[src/rtl/regfile_write_sched_pkg.sv]
// Shared constants, FSM state type and packed-slice helper for the register-file write scheduler.
package regfile_pkg;

  localparam int RF_AW   = 5;
  localparam int RF_DW   = 32;
  localparam int RF_NREG = 32;

  typedef enum logic {ST_IDLE, ST_CLEAR} state_t;

  // Low bit of requester idx's field inside a packed bus of width-bit fields.
  function automatic int slice_lo(input int idx, input int width);
    return idx * width;
  endfunction

endpackage

[src/rtl/regfile_write_sched_if.sv]
// Writeback requester handshake bus: packed valid/addr/data towards the scheduler, one-hot ready back.
interface regfile_write_sched_if #(
  parameter int NREQ = 3,
  parameter int AW   = 5,
  parameter int DW   = 32
);

  logic [NREQ-1:0]    req_valid;
  logic [NREQ*AW-1:0] req_addr;
  logic [NREQ*DW-1:0] req_data;
  logic [NREQ-1:0]    req_ready;

  modport master (output req_valid, output req_addr, output req_data, input req_ready);
  modport slave  (input req_valid, input req_addr, input req_data, output req_ready);

endinterface

[src/rtl/regfile_write_sched_arbiter.sv]
// Combinational round-robin pick: first valid requester after rr_ptr, wrapping modulo NREQ.
module rr_arbiter #(
  parameter int NREQ = 3,
  parameter int PW   = 2
) (
  input  logic [NREQ-1:0] valid,
  input  logic [PW-1:0]   rr_ptr,
  output logic [NREQ-1:0] grant,
  output logic [PW-1:0]   winner,
  output logic            any_valid
);

  int  idx;
  logic found;

  always_comb begin
    grant  = '0;
    winner = '0;
    found  = 1'b0;
    idx    = 0;
    for (int k = 1; k <= NREQ; k++) begin
      idx = (int'(rr_ptr) + k) % NREQ;
      if (!found && valid[idx]) begin
        found      = 1'b1;
        grant[idx] = 1'b1;
        winner     = PW'(idx);
      end
    end
  end

  assign any_valid = |valid;

endmodule

[src/rtl/regfile_write_sched.sv]
// Single write-port scheduler for the register file: round-robin writeback plus a sequenced clear.
// Optional macro REGW_ZERO_GUARD_EN drops requester writes to $zero and adds the zero_drop pulse.
module regfile_write_sched
  import regfile_pkg::*;
#(
  parameter int NREQ = 3,
  parameter int AW   = RF_AW,
  parameter int DW   = RF_DW,
  parameter int NREG = RF_NREG
) (
  input  logic                  clock_in,
  input  logic                  res_n,
  regfile_write_sched_if.slave  req,
  input  logic                  clr_start,
  output logic                  clr_busy,
  output logic                  rf_we,
  output logic [AW-1:0]         rf_waddr,
  output logic [DW-1:0]         rf_wdata,
`ifdef REGW_ZERO_GUARD_EN
  output logic                  zero_drop,
`endif
  output logic [1:0]            grant_id
);

  localparam int PW = (NREQ > 1) ? $clog2(NREQ) : 1;
  localparam logic [AW:0] CLR_LAST = (AW + 1)'(NREG - 1);

  state_t          state;
  logic [AW:0]     clr_cnt;
  logic [PW-1:0]   rr_ptr;
  logic [PW-1:0]   winner;
  logic [NREQ-1:0] grant;
  logic            any_valid;
  logic [AW-1:0]   win_addr;
  logic [DW-1:0]   win_data;

  rr_arbiter #(.NREQ(NREQ), .PW(PW)) u_arb (
    .valid     (req.req_valid),
    .rr_ptr    (rr_ptr),
    .grant     (grant),
    .winner    (winner),
    .any_valid (any_valid)
  );

  always_comb begin
    win_addr = req.req_addr[slice_lo(int'(winner), AW) +: AW];
    win_data = req.req_data[slice_lo(int'(winner), DW) +: DW];
  end

  // A pending clear request outranks requesters in the same cycle.
  assign req.req_ready = (res_n && state == ST_IDLE && !clr_start) ? grant : '0;

  always_ff @(posedge clock_in) begin
    if (!res_n) begin
      state    <= ST_IDLE;
      rr_ptr   <= PW'(NREQ - 1);
      clr_cnt  <= '0;
      clr_busy <= 1'b0;
      rf_we    <= 1'b0;
      rf_waddr <= '0;
      rf_wdata <= '0;
      grant_id <= '0;
`ifdef REGW_ZERO_GUARD_EN
      zero_drop <= 1'b0;
`endif
    end else begin
`ifdef REGW_ZERO_GUARD_EN
      zero_drop <= 1'b0;
`endif
      case (state)
        ST_IDLE: begin
          if (clr_start) begin
            state    <= ST_CLEAR;
            clr_cnt  <= '0;
            clr_busy <= 1'b1;
            rf_we    <= 1'b0;
          end else begin
            clr_busy <= 1'b0;
            if (any_valid) begin
              rr_ptr   <= winner;
              grant_id <= 2'(winner);
`ifdef REGW_ZERO_GUARD_EN
              if (win_addr == '0) begin
                rf_we     <= 1'b0;
                zero_drop <= 1'b1;
              end else begin
                rf_we    <= 1'b1;
                rf_waddr <= win_addr;
                rf_wdata <= win_data;
              end
`else
              rf_we    <= 1'b1;
              rf_waddr <= win_addr;
              rf_wdata <= win_data;
`endif
            end else begin
              rf_we <= 1'b0;
            end
          end
        end
        ST_CLEAR: begin
          // clr_busy stays high through the cycle that holds the final write.
          rf_we    <= 1'b1;
          rf_waddr <= clr_cnt[AW-1:0];
          rf_wdata <= '0;
          if (clr_cnt == CLR_LAST) begin
            state   <= ST_IDLE;
            clr_cnt <= '0;
          end else begin
            clr_cnt <= clr_cnt + 1'b1;
          end
        end
        default: state <= ST_IDLE;
      endcase
    end
  end

endmodule

[src/flat_wrapper.sv]
// flat-port wrapper written by rule: the top's interface ports become plain ports
module regfile_write_sched_flat import regfile_pkg::*;
#(
  parameter int NREQ = 3,
  parameter int AW   = RF_AW,
  parameter int DW   = RF_DW,
  parameter int NREG = RF_NREG
)
  (clock_in, res_n, clr_start, clr_busy, rf_we, rf_waddr, rf_wdata, grant_id, req_req_valid, req_req_addr, req_req_data, req_req_ready);
  regfile_write_sched_if #(.NREQ(NREQ), .AW(AW), .DW(DW)) req_i ();
  input  logic clock_in;
  input  logic res_n;
  input  logic clr_start;
  output logic clr_busy;
  output logic rf_we;
  output logic [AW-1:0] rf_waddr;
  output logic [DW-1:0] rf_wdata;
  output logic [1:0] grant_id;
  input wire logic [$bits(req_i.req_valid)-1:0] req_req_valid;
  input wire logic [$bits(req_i.req_addr)-1:0] req_req_addr;
  input wire logic [$bits(req_i.req_data)-1:0] req_req_data;
  output wire logic [$bits(req_i.req_ready)-1:0] req_req_ready;
  assign req_i.req_valid = req_req_valid;
  assign req_i.req_addr = req_req_addr;
  assign req_i.req_data = req_req_data;
  assign req_req_ready = req_i.req_ready;
  regfile_write_sched #(.NREQ(NREQ), .AW(AW), .DW(DW), .NREG(NREG)) u_core (.clock_in(clock_in), .res_n(res_n), .req(req_i), .clr_start(clr_start), .clr_busy(clr_busy), .rf_we(rf_we), .rf_waddr(rf_waddr), .rf_wdata(rf_wdata), .grant_id(grant_id));
endmodule
[config.mk]
export PLATFORM = sky130hd
export DESIGN_NAME = regfile_write_sched_flat
export DESIGN_NICKNAME = d
export VERILOG_FILES = /design/src/rtl/regfile_write_sched_pkg.sv /design/src/rtl/regfile_write_sched_if.sv /design/src/rtl/regfile_write_sched_arbiter.sv /design/src/rtl/regfile_write_sched.sv /design/src/flat_wrapper.sv
export SDC_FILE = /design/constraint.sdc
export NUM_CORES = 1
export LEC_CHECK = 0
export CORE_ASPECT_RATIO = 1.25
export CORE_MARGIN = 2
export CORE_UTILIZATION = 38
export CTS_CLUSTER_SIZE = 12
export DETAILED_ROUTE_END_ITERATION = 7
export GPL_TIMING_DRIVEN = 0
export PLACE_DENSITY = 0.81
export RECOVER_POWER = 100
export SKIP_LAST_GASP = 1
export SLEW_MARGIN = 20
export SYNTH_ARGS = -nofsm -noshare
export SYNTH_HDL_FRONTEND = slang
export SYNTH_HIERARCHICAL = 1
export SYNTH_SLANG_ARGS = --single-unit
[constraint.sdc]
create_clock -name clock_in -period 3.45 [get_ports clock_in]
set_input_delay 0.69 -clock clock_in [delete_from_list [all_inputs] [get_ports clock_in]]
set_output_delay 0.69 -clock clock_in [all_outputs]
set_load 0.005 [all_outputs]
==> results.cfg <==
[worst_setup_path]
worstReg2RegStart = u_core/grant_id[0]
cp.arrival_ps = 2600
r2r_slack_ps = 310
slowest_delay_ps = 550
critPathSlowestCell = clkdlybuf4s50_1
crit_cells = 7
startpoint = req_req_valid[2]
worst-path-buf-inv = 3
path_cells = clkdlybuf4s50_1 > inv_1 > o21ai_0 > mux2i_1 > mux2_2 > and3_1 > clkdlybuf4s50_1
crit_type = in2out
setup.worst_path.end_class = output port
rr_worst_depth = 11
path_common_cell = clkdlybuf4s50_1
startpoint_type = input port
critical_path.top_delay_family = buffers and inverters
crit_path_end = req_req_ready[0]
r2r_end = u_core/rf_wdata[24]
cp_data_required_time_ps = 2760
critPathMaxFanout = 5

[global_route]
grt_pass1_vias = 3153
overflow = 0
grt_max_degree = 15
grt_use_met3_pct = 5.99
track_usage_pct = 22.4
gr-usage-met2_pct = 42.7
grt_pass1_wl_mm = 14.3
met1_usage_pct = 23.2
grt-busiest-layer = met2
antenna_found_initial = 0

[placement]
place_inst = 578
place_ws_ps = 6.01
hpwl_mm = 7.22
place.gp.congestion = 0.873
port_buffers = 159

[clocking]
clk_pin_slew_worst_paths_ps = 80
postCtsSetupBuffers = 0
cts_hold_repair.buffers = 0
clk_root_buffer_cell = clkbuf_8
clk_latency_ps = 290
cts_tree = done
clkSinkCount = 49
clock_tree.buffer_depth = 2
cts_resized = 0
h-tree-depth = 2
cts_made_buffers = 5

[pwr]
ir_drop_mv = 0.218
power_leakage_nw = 1.87
p_per_area_nw_per_um2 = 324
power_w = 0.00148

[worst_hold_path]
min_path_type = reg2reg
min_from = u_core/clr_busy

[yosys]
async_reset_ff_share_pct = 0
synth_area_um2 = 2780
yosysTopAreaCell = dfxtp_1
ys_top_cells_by_area = dfxtp_1, mux2i_1, a22o_1
synth_area_per_cell_um2 = 8.45
synth_cell_types = 34
ys.flop_type = dfxtp_1
synth_top_area_share_pct = 35.3
ys_seq_elements = 49
synth_edf_count = 0
ys_warn_count = 6
ys_seq_area_share_pct = 35.3
synth_cells = 329
synthesis.nets = 451

[sta]
hold_viol_final = 0
fmax_mhz = 304
tns_ps = 0
setup_violations = 0
setup_slack_ps = 159
post-route-period-util_pct = 95.4
holdWs_ps = 474
final-max-slew-violation-count = 0
maxSlewHeadroom_pct = 50.6
rsz0062_at_grt = no
skew_ps = 3.17
worst_slew_pin_slew_ps = 741
min_period_ps = 3290

[finish]
fin_cells = 586
layout_commonest_cell = clkdlybuf4s50_1
drive_above_1_share_pct = 5.44
num_antenna_cells = 0
most-common-layout-cells = clkdlybuf4s50_1, nand2_1, dfxtp_1, o21ai_0, dlygate4sd3_1
nets = 617
area_growth_pct = 64.4

[drt]
num_vias = 3053
via_per_inst = 5.21
routed_wl_mm = 8.93
wl_per_cell_um = 15.2
route.detailed.drc = 0
first_pass_iters = 4
ant_nets = 0
drt-initial-drc-count = 127

[die]
die_w_um = 80.5
initial_core_util_pct = 39.6
rows = 34
die_area_um2 = 8020
core_area_um2 = 7020
io_pins = 161
fp.dieH_um = 99.6

[run_status]
status = finished, final reports clean

[run]
cap_violations = 0
==> layout make-up <==
cell class	instances	area, um2
plain buffers	28	126
clock buffers	7	76.3
clock inverters	1	7.51
fillers	657	2450
inverters	7	26.3
multi-input cells	245	1650
flip-flops and latches	49	982
well taps	90	113
repair buffers	159	1590
==> logic make-up after synthesis <==
family          share of synthesized area (%)
buf+inv                                  5.58
simple gates                             15.4
xor+xnor                                0.630
flops                                    35.3
compound gates                           26.0
mux                                      14.9
fa+ha+maj                                2.25
==> Yosys cell counts, drive strengths merged (2+ instances only) <==
cell	instances
or3	3
and2	3
mux2	2
nor2	5
o31ai	2
and3	5
mux2i	39
xor2	2
buf	15
a21boi	4
nor2b	7
a211oi	6
dfxtp	49
ha	5
a22o	32
clkbuf	13
nand2b	6
nand3	12
nand2	48
o21ai	45
a22oi	3
a21oi	4
inv	7
o21a	4
o22ai	3
==> flip-flops by register name (all words and copies together), names as in the netlist <==
name / cells
u_core/clr_busy: 1
u_core/grant_id: 2
u_core/rr_ptr: 1
u_core/state: 1
u_core/rf_waddr: 5
u_core/rf_we: 1
u_core/rf_wdata: 32
u_core/clr_cnt: 6
==> worst register-to-register path, stage by stage, from the launching register on <==
cell and delay, ps:
dfxtp_2 370, inv_1 70, ha_2 410, nand2b_1 140
a21boi_1 200, o221ai_2 180, o22ai_1 160, clkbuf_1 300
clkbuf_1 610, mux2i_1 300, o21ai_0 100, a22o_1 200
==> worst min-delay path by stage <==
stage,end,slack [ps],cells past startpoint
final,u_core/clr_busy,470,2
after floorplan,u_core/clr_cnt[5],460,2
after global routing,u_core/clr_busy,490,2
after detailed placement,u_core/rf_wdata[4],470,1
after CTS,u_core/clr_busy,480,2
after global placement,u_core/rf_wdata[30],460,1
==> layer usage <==
| layer | vias to the layer above | routed length, um |
|---|---|---|
| met4 | 0 | 242 |
| met5 | - | 0 |
| li1 | 1512 | - |
| met1 | 1395 | 3280 |
| met3 | 18 | 651 |
| met2 | 128 | 4760 |
==> through the flow <==
| stage | util, % | area, um2 |
|---|---|---|
| finish | 65.1 | 4570 |
| global route | 65.1 | 4570 |
| CTS | 65.1 | 4570 |
| detailed placement | 63.9 | 4480 |
| global placement | 63.9 | 4480 |
| floorplan | - | 2780 |
==> where the power goes <==
part | total, W | switching [W] | internal, W
Clock | 0.000324 | 0.000180 | 0.000144
Combinational | 0.000534 | 0.000237 | 0.000296
Sequential | 0.000625 | 0.0000201 | 0.000605
No activity file was read; power rests on OpenSTA's default activity.
==> edit (same flow settings) <==
The package constant `RF_AW` goes from 5 to 6.
--- a/src/rtl/regfile_write_sched_pkg.sv
+++ b/src/rtl/regfile_write_sched_pkg.sv
@@ -3,3 +3,3 @@
 
-  localparam int RF_AW   = 5;
+  localparam int RF_AW   = 6;
   localparam int RF_DW   = 32;
Interface: changed (resized req_req_addr and rf_waddr); port bits go from 161 to 165. No check against the original RTL was run, so the function may have changed too.
==> edit against the original RTL <==
Total power increased by 4.9%; fmax decreased by 2.4%; worst setup slack got worse by 80 ps; design area increased by 4.6%; sequential cell count increased by 2; global-route usage decreased by 0.65 points; sequential power increased by 3.4%; routed wire length increased by 6.2%; final cell count increased by 2.9%; count of clock-buffer cells in the layout decreased by 1; synthesized area increased by 5.7%; largest power group unchanged.
==> edit: results (changes against the original RTL) <==
[outcome]
status=complete, no violations

[yosys]
synth-xor-area-share=0.0119  ; +0.00562
synthTopCellsByArea=dfxtp_1, mux2i_1, a22o_1, o21ai_0, a22oi_1
synth-compound-area-share=0.264  ; +0.00438
synthDistinctLibCells=40  ; +18%
syn-num-nets=464  ; +2.9%
syn-instance-count=339  ; +3.0%
ys_seq_area_frac=0.348  ; -0.00531
synth_common_cells=dfxtp_1, mux2i_1, nand2_1
muxShareOfSynthArea=0.147  ; -0.00116
synth_adder_area_share=0.0213  ; -0.00121

[route]
drt_iter0_drc=134  ; +5.5%
vias=3192  ; +4.6%
vias_per_cell=5.29  ; +1.6%
wire_per_inst_microns=15.7  ; +3.2%

[worst_hold_path]
hold_start=u_core/rf_waddr[1]
hold-path-cell-count=2  ; unchanged
whs_endpoint=u_core/rf_waddr[1]
hold_class=reg2reg

[placed_design]
place_inst=595  ; +2.9%
dp_hpwl_microns=7460  ; +3.4%
dp_slack_ps=-15.1  ; -21.1 ps
numPortBuffers=164  ; +3.1%
place_congestion=0.944  ; +8.2%
place_area_sq_um=4690  ; +4.7%

[layout]
antenna_cells=0  ; unchanged
fillers=661  ; +0.61%
drive_above_1_share=0.0568  ; +0.00232
nNetsFinal=635  ; +2.9%
largestRegisters=u_core/rf_wdata x32, u_core/clr_cnt x7, u_core/rf_waddr x6

[global_routing]
grt_first_pass_wirelength_microns=14300  ; about the same
grt_util_all_layers=0.218  ; -0.00648
antenna_found_initial=0  ; unchanged
grt_pass1_vias=3062  ; -2.9%
grt_max_degree=17  ; +2

[sta]
skew_ps=11.4  ; +8.20 ps
whs_ps=469  ; -5.63 ps
slew_headroom=0.522  ; +0.0161

[clock_network]
insertion_delay_ps=310  ; +20 ps
h-tree-depth=2  ; unchanged
postCtsSetupBuffers=0  ; unchanged
cts-root-buf=clkbuf_8

[critical_path]
rrSetupSlack_ps=160  ; -150 ps
reg2reg_to=u_core/rf_wdata[0]
critPathArrivalTime_ps=2680  ; +80 ps
reg2reg_depth=12  ; +1
path_max_fanout=6  ; +1

[pwr]
p_leak_nw=1.91  ; +2.0%
vdd_ir_drop_max_mv=0.200  ; -8.4%
p_switching_mw=0.471  ; +7.7%

[edit: how the worst max path moves through the flow]
stage                                   from                  end  slack (ps)  cells past startpoint
after floorplan           u_core/grant_id[0]  u_core/rf_wdata[30]         870                     10
after global placement      req_req_valid[1]  u_core/rf_wdata[30]          40                      8
after detailed placement    req_req_valid[1]   u_core/rf_waddr[0]         -20                      9
after CTS                 u_core/grant_id[0]     req_req_ready[2]          40                      8
after global routing      u_core/grant_id[0]  u_core/rf_wdata[23]          10                     12
final                       req_req_valid[1]     req_req_ready[0]          80                      7
[edit: cell type report]
class | count | area, sq um | share of cell area
Tap cell | 92 | 115 | 0.0241
Multi-Input combinational cell | 249 | 1730 | 0.362
Clock buffer | 6 | 72.6 | 0.0152
Timing Repair Buffer | 164 | 1640 | 0.344
Buffer | 29 | 144 | 0.0301
Sequential cell | 51 | 1020 | 0.214
Inverter | 10 | 37.5 | 0.00786
Clock inverter | 2 | 16.3 | 0.00340
[edit: power by group through the flow]
stage	logic [mW]	clock network, mW	registers, mW
after floorplan	0.281	0	0.663
after global placement	0.566	0	0.660
after detailed placement	0.576	0	0.661
after CTS	0.579	0.357	0.648
after global routing	0.614	0.379	0.651
final	0.563	0.345	0.646
[edit: what timing repair did]
item	4_1_cts	5_1_grt
hold buffers	0	0
resized for setup	0	4
endpoints found under the setup margin	0	5
[edit: metal layers]
metal	routed length [microns]	vias up	share of wire	global-route usage
li1	-	1567	-	-
met1	3700	1472	0.39	0.241
met2	4700	134	0.50	0.409
met3	899	19	0.095	0.0451
met4	176	0	0.019	0.0656
met5	0	-	0	0
[edit: critical path: stages]
cell and delay, ps:
clkdlybuf4s50_1 510, mux2_2 310, o21ai_0 180, mux2i_1 120, mux2_2 270, and3_1 160, clkdlybuf4s50_1 440
